### src/rtl/cbm2_bus_pkg.sv
// Shared types and defaults for the CBM-II bus sequencer.
package cbm2_bus_pkg;

  localparam int TICK_W         = 6;
  localparam int DIV_CYCLES_DEF = 32;
  localparam int REQ_OFS_DEF    = 2;
  localparam int ACK_LIMIT_DEF  = 12;

  typedef enum logic [2:0] {
    IDLE = 3'd0,
    ADDR = 3'd1,
    WAIT = 3'd2,
    HOLD = 3'd3,
    DONE = 3'd4
  } bus_state_t;

  typedef enum logic {
    SLOT_VID = 1'b0,
    SLOT_CPU = 1'b1
  } slot_kind_t;

endpackage

### src/rtl/cbm2_cycle_counter.sv
// System-cycle tick counter with freeze; also exposes the next tick so the
// sequencer can register slot strobes aligned with the tick they belong to.
module cbm2_cycle_counter
  import cbm2_bus_pkg::*;
#(
  parameter int DIV_CYCLES = DIV_CYCLES_DEF
) (
  input  logic              clk_i,
  input  logic              rst_ni,
  input  logic              freeze_i,
  output logic [TICK_W-1:0] tick_o,
  output logic [TICK_W-1:0] tick_nxt_o,
  output logic              phase_o
);

  localparam logic [TICK_W-1:0] LAST_T = TICK_W'(DIV_CYCLES - 1);
  localparam logic [TICK_W-1:0] HALF_T = TICK_W'(DIV_CYCLES / 2);
  localparam logic [TICK_W-1:0] ONE_T  = TICK_W'(1);

  logic [TICK_W-1:0] tick_q, tick_d;
  logic              phase_q, phase_d;

  always_comb begin
    tick_d = tick_q;
    if (freeze_i) begin
      tick_d = tick_q;
    end else if (tick_q == LAST_T) begin
      tick_d = {TICK_W{1'b0}};
    end else begin
      tick_d = tick_q + ONE_T;
    end
    phase_d = (tick_d >= HALF_T);
  end

  always_ff @(posedge clk_i or negedge rst_ni) begin
    if (!rst_ni) begin
      tick_q  <= {TICK_W{1'b0}};
      phase_q <= 1'b0;
    end else begin
      tick_q  <= tick_d;
      phase_q <= phase_d;
    end
  end

  assign tick_o     = tick_q;
  assign tick_nxt_o = tick_d;
  assign phase_o    = phase_q;

endmodule

### src/rtl/cbm2_bus_sequencer.sv
// CBM-II bus-cycle initiator: video/CPU slot strobes, DRAM handshake, CPU enable.
// CBM2_BUS_STRETCH_EN: on ack timeout, freeze the cycle until ack instead of flagging ram_err.
module cbm2_bus_sequencer
  import cbm2_bus_pkg::*;
#(
  parameter int DIV_CYCLES = DIV_CYCLES_DEF,
  parameter int REQ_OFS    = REQ_OFS_DEF,
  parameter int ACK_LIMIT  = ACK_LIMIT_DEF
) (
  input  logic              clk_sys,
  input  logic              reset_n,
  input  logic              cpu_halt,
  input  logic              cs_ram,
  input  logic              cpuWe,
  output logic              phase,
  output logic              vidCycle,
  output logic              cpuCycle,
  output logic              cpu_en,
  output logic              ram_req,
  output logic              ram_we,
  input  logic              ram_ack,
  output logic              ram_err,
  output logic [TICK_W-1:0] tick
);

`ifdef CBM2_BUS_STRETCH_EN
  localparam bit STRETCH = 1'b1;
`else
  localparam bit STRETCH = 1'b0;
`endif

  localparam logic [TICK_W-1:0] HALF_T  = TICK_W'(DIV_CYCLES / 2);
  localparam logic [TICK_W-1:0] HLAST_T = TICK_W'(DIV_CYCLES / 2 - 1);
  localparam logic [TICK_W-1:0] REQ_T   = TICK_W'(REQ_OFS);
  localparam logic [7:0]        ACK_T   = 8'(ACK_LIMIT - 1);

  bus_state_t        state_q;
  logic              run_q, vid_q, cpu_q, cpu_en_q, req_q, we_q, err_q;
  logic [7:0]        wait_cnt_q;
  logic [TICK_W-1:0] tick_nxt_s, lpos_s;
  slot_kind_t        half_s;
  logic              stall_s, evt_s, half_start_s, half_last_s, done_now_s;

  // Counter holds at tick 0 for the first edge after reset so slot 0 starts aligned.
  cbm2_cycle_counter #(.DIV_CYCLES(DIV_CYCLES)) u_counter (
    .clk_i      (clk_sys),
    .rst_ni     (reset_n),
    .freeze_i   (!run_q || stall_s),
    .tick_o     (tick),
    .tick_nxt_o (tick_nxt_s),
    .phase_o    (phase)
  );

  always_comb begin
    half_s       = (tick_nxt_s >= HALF_T) ? SLOT_CPU : SLOT_VID;
    lpos_s       = (half_s == SLOT_CPU) ? (tick_nxt_s - HALF_T) : tick_nxt_s;
    half_start_s = (lpos_s == {TICK_W{1'b0}});
    half_last_s  = (lpos_s == HLAST_T);
    stall_s      = STRETCH && (state_q == HOLD) && !ram_ack;
    evt_s        = !stall_s;
    // Whether the slot is (or is becoming) finished on this edge.
    done_now_s   = 1'b0;
    case (state_q)
      ADDR:    done_now_s = (lpos_s == REQ_T) && !cs_ram;
      WAIT:    done_now_s = ram_ack || (!STRETCH && (wait_cnt_q == ACK_T));
      HOLD:    done_now_s = ram_ack;
      DONE:    done_now_s = 1'b1;
      default: done_now_s = 1'b0;
    endcase
  end

  always_ff @(posedge clk_sys or negedge reset_n) begin
    if (!reset_n) begin
      state_q    <= IDLE;
      run_q      <= 1'b0;
      vid_q      <= 1'b0;
      cpu_q      <= 1'b0;
      cpu_en_q   <= 1'b0;
      req_q      <= 1'b0;
      we_q       <= 1'b0;
      err_q      <= 1'b0;
      wait_cnt_q <= 8'd0;
    end else begin
      run_q    <= 1'b1;
      cpu_en_q <= 1'b0;
      if (evt_s) begin
        vid_q <= (half_s == SLOT_VID);
        if (half_s == SLOT_VID) begin
          cpu_q <= 1'b0;
        end else if (half_start_s) begin
          cpu_q <= !cpu_halt;
        end else begin
          cpu_q <= cpu_q;
        end
        case (state_q)
          ADDR: begin
            if (lpos_s == REQ_T) begin
              if (cs_ram) begin
                req_q      <= 1'b1;
                we_q       <= cpuWe & cpu_q;
                wait_cnt_q <= 8'd0;
                state_q    <= WAIT;
              end else begin
                state_q <= DONE;
              end
            end
          end
          WAIT: begin
            if (ram_ack) begin
              req_q   <= 1'b0;
              we_q    <= 1'b0;
              state_q <= DONE;
            end else if (wait_cnt_q == ACK_T) begin
              if (STRETCH) begin
                state_q <= HOLD;
              end else begin
                err_q   <= 1'b1;
                req_q   <= 1'b0;
                we_q    <= 1'b0;
                state_q <= DONE;
              end
            end else begin
              wait_cnt_q <= wait_cnt_q + 8'd1;
            end
          end
          HOLD: begin
            if (ram_ack) begin
              req_q   <= 1'b0;
              we_q    <= 1'b0;
              state_q <= DONE;
            end
          end
          IDLE, DONE: state_q <= state_q;
          default:    state_q <= IDLE;
        endcase
        if (half_last_s && done_now_s) begin
          state_q  <= IDLE;
          req_q    <= 1'b0;
          we_q     <= 1'b0;
          cpu_en_q <= (half_s == SLOT_CPU);
        end else if (half_start_s) begin
          state_q <= ((half_s == SLOT_VID) || !cpu_halt) ? ADDR : IDLE;
          req_q   <= 1'b0;
          we_q    <= 1'b0;
        end
      end
    end
  end

  assign vidCycle = vid_q;
  assign cpuCycle = cpu_q;
  assign cpu_en   = cpu_en_q;
  assign ram_req  = req_q;
  assign ram_we   = we_q;
  assign ram_err  = err_q;

endmodule

### config.mk
export PLATFORM = sky130hd
export DESIGN_NAME = cbm2_bus_sequencer
export DESIGN_NICKNAME = d
export VERILOG_FILES = /design/src/rtl/cbm2_bus_pkg.sv /design/src/rtl/cbm2_cycle_counter.sv /design/src/rtl/cbm2_bus_sequencer.sv
export SDC_FILE = /design/constraint.sdc
export NUM_CORES = 1
export LEC_CHECK = 0
export ABC_AREA = 1
export BUFFER_PORTS_ARGS = -buffer_cell sky130_fd_sc_hd__buf_2
export CAP_MARGIN = 20
export CORE_UTILIZATION = 51
export DETAILED_ROUTE_END_ITERATION = 6
export PLACE_DENSITY_LB_ADDON = 0.2
export SLEW_MARGIN = 25
export SYNTH_ARGS = -nofsm -noshare
export SYNTH_HDL_FRONTEND = slang
export SYNTH_SLANG_ARGS = --single-unit
### constraint.sdc
create_clock -name clk_sys -period 2.35 [get_ports clk_sys]
set_input_delay 0.1175 -clock clk_sys [delete_from_list [all_inputs] [get_ports clk_sys]]
set_output_delay 0.1175 -clock clk_sys [all_outputs]
set_load 0.05 [all_outputs]
==> impl_metrics.py <==
metrics = {
    "clock_network": {
        "cts_buffers": 3,
        "clock_path_buffers": 2,
        "cts_tree": "yes",
        "clock_sinks": 25,
        "cts_root_buf": "clkbuf_4",
        "clkLatencyLatePin_ns": 0.33,
        "clk_transition_reported_paths_ns": 0.14,
        "htree_levels": 1,
    },
    "route": {
        "routed_via_density": 5.18,
        "ant_nets": 0,
        "drt-pass1-iter-count": 4,
        "post-route-drc-count": 0,
        "drtIter0Drc": 53,
        "wl_um": 3210,
        "vias": 1322,
        "post_drt_wl_per_cell_um": 12.6,
    },
    "critical_path": {
        "ff2ff_setup_slack_ns": -0.03,
        "cp_max_fo": 7,
        "critPathBufInv": 2,
        "crit_type": "reg -> reg",
        "cp_slowest_cell": "or4_4",
        "crit_arrival_ns": 2.65,
        "path_cells": "nand2_2, nor2_4, nand2_2, or4_4, nand2_2, inv_2, ha_4, nand4_4, nand2_4, nand2_4, nand3_4, nand2_4, nand3_4, clkinv_4, nand2_1, o21ai_1",
        "worstPathRequired_ns": 2.61,
        "critPathTopFamily": "simple AND/OR/NAND/NOR gates",
        "max_stage_delay_ns": 0.48,
        "critPathCaptureType": "register",
        "worst_setup_path_start_kind": "register",
    },
    "finish": {
        "multi_input_area_um2": 858,
        "regArea_um2": 631,
        "final_cell_mix": "35 x nand2_1, 25 x inv_1, 21 x dfrtp_1",
        "final_util_pct": 69.6,
        "drive_above_1_share_pct": 37.9,
        "final_common_cell": "nand2_1",
        "fin_nets": 235,
        "nFillCells": 221,
        "area.growth.synth_to_final_pct": 30.7,
        "n_antenna_cell": 0,
    },
    "synth": {
        "synth.top_cell.area_share_pct": 43.0,
        "yosysSeqAreaShare_pct": 43.0,
        "ys_warn_count": 0,
        "synth_top_cell_by_area": "dfrtp_1",
        "synth.distinct_cells": 30,
        "ys_seq_elements": 25,
        "synth-edff-count": 0,
        "netlist_instances": 183,
        "async_reset_ff_share_pct": 100,
        "syn_area_um2": 1460,
        "synth.avg_cell_area_um2": 7.95,
        "synthTopCellsByArea": "dfrtp_1 43%, nand2_1 12%, inv_1 7.0%",
        "syn_nets": 193,
        "ys.flop_type": "dfrtp_1",
    },
    "sta": {
        "finalHoldViolations": 0,
        "worstMarginPinSlew_ns": 0.551,
        "rsz0062_at_grt": "true",
        "setup_viol": 7,
        "fin_setup_tns_ns": -0.125,
        "fin_crit_sh_pct": 101,
        "whs_ns": 0.0307,
        "fmax_mhz": 419,
        "drv_slew": 0,
        "maxSlewHeadroom_pct": 63.3,
        "finalCriticalPeriod_ns": 2.38,
        "setup_ws_ns": -0.0348,
        "skew_ns": 0.00648,
    },
    "power": {
        "p_per_area_nw_per_um2": 1140,
        "ir_drop_mv": 1.21,
        "leakagePower_nw": 0.990,
        "clkPwrFrac_pct": 9.3,
        "p_total_mw": 2.16,
        "p_int_mw": 1.04,
        "p_comb_share_pct": 59.7,
        "netSwitchingPower_mw": 1.12,
        "p_sw_share_pct": 51.8,
        "p_seq_share_pct": 31.0,
    },
    "die": {
        "die_h_um": 55.4,
        "die_x_um": 55.4,
        "io_pins": 19,
        "fp.coreArea_um2": 2730,
        "dieArea_um2": 3070,
        "num_rows": 19,
        "start_util_pct": 53.2,
    },
    "outcome": {
        "violations": "setup timing",
        "outcome": "finished, violations left",
    },
    "hold_path": {
        "hp-class": "in -> reg",
    },
    "grt": {
        "grt_start_max_net_pins": 26,
        "track_usage_pct": 22.8,
        "antenna_found_initial": 0,
        "overflow": 0,
        "grt_pass1_wl_um": 5550,
        "first_global_vias": 1324,
    },
    "placement": {
        "hpwl_um": 2180,
        "place_ws_ns": -0.0690,
        "io_buffers": 18,
        "place_congestion": 0.906,
    },
    "job": {
        "maxCapViolCount": 0,
    },
}
==> worst paths after layout <==
kind                                                     from                             to  cells after the start
max in group asynchronous                             reset_n  u_counter.tick_o[0]$_DFF_PN0_                      2
worst max-delay path            u_counter.tick_o[0]$_DFF_PN0_      wait_cnt_q[3]$_DFFE_PN0P_                     16
min in group asynchronous                             reset_n  u_counter.tick_o[5]$_DFF_PN0_                      2
worst max register to register  u_counter.tick_o[0]$_DFF_PN0_      wait_cnt_q[3]$_DFFE_PN0P_                     16
worst min register to register            ram_err$_DFFE_PN0P_            ram_err$_DFFE_PN0P_                      1
worst min-delay path                                 cpu_halt           cpuCycle$_DFFE_PN0P_                      4
==> tightest hold or removal path, cell delays in order <==
cell,delay [ns]
buf_2,0.07
inv_1,0.04
nand2_1,0.06
a21oi_1,0.05
==> metal layers <==
layer | GRT usage (%) | share of wire, % | vias to the layer above
met3 | 3.28 | 3.0 | 9
met4 | 10.7 | 3.3 | 0
met5 | 0 | 0 | -
met2 | 39.4 | 50 | 31
met1 | 27.8 | 43 | 615
li1 | - | - | 667
==> final cells by class <==
type	instances	share of cell area (%)
sequential	25	33.2
clock buffer	4	1.38
timing repair buffer	36	12.0
inverter	29	5.99
timing repair inverter	1	0.329
multi-input combinational	129	45.1
tap	31	2.04
==> power groups by stage <==
stage / logic [mW] / registers, mW / clock network [mW]
6_report: 1.29 / 0.671 / 0.200
5_1_grt: 1.42 / 0.688 / 0.215
4_1_cts: 1.18 / 0.656 / 0.203
3_5_place_dp: 1.03 / 0.673 / 0
3_3_place_gp: 1.01 / 0.663 / 0
2_1_floorplan: 0.518 / 0.926 / 0
==> state kept, by name, summed over array words and instances (netlist names) <==
signal	count
vidCycle	1
cpuCycle	1
u_counter.phase_o	1
ram_req	1
ram_err	1
run_q	1
wait_cnt_q	8
cpu_en	1
state_q	3
u_counter.tick_o	6
ram_we	1
==> per-stage QoR <==
step	instance area [um^2]	cells
CTS	1810	252
finish	1900	255
detailed placement	1670	239
global placement	1670	239
floorplan	1490	183
global route	1900	255
==> Yosys cell counts (4+ instances only) <==
cell type / count
inv_1: 27
nand3_1: 9
ha_1: 4
nor2_1: 19
nand4_1: 5
nor3_1: 6
xor2_1: 6
nand2_2: 5
dfrtp_1: 25
nand3_2: 5
nand2_1: 47
==> cells by family after synthesis <==
logic type                 count (synthesis)  synth area share (%)
and+or+nand+nor                          102                  34.8
buffers and inverters                     29                  7.65
DFF                                       25                  43.0
AOI/OAI and AO/OA                         15                  6.62
xor gates and xnor gates                   7                  4.21
adders and majority gates                  4                  3.44
other                                      1                 0.258
==> what timing repair did <==
action | 4_1_cts | 5_1_grt
endpoints found under the setup margin | 14 | 15
hold endpoints to repair | 25 | 0
pin swaps | 7 | 7
hold buffers | 1 | 0
gates resized for setup | 11 | 20
buffers inserted | 7 | 3
gates cloned | 1 | 0
Power figures use the tool's default switching activity.
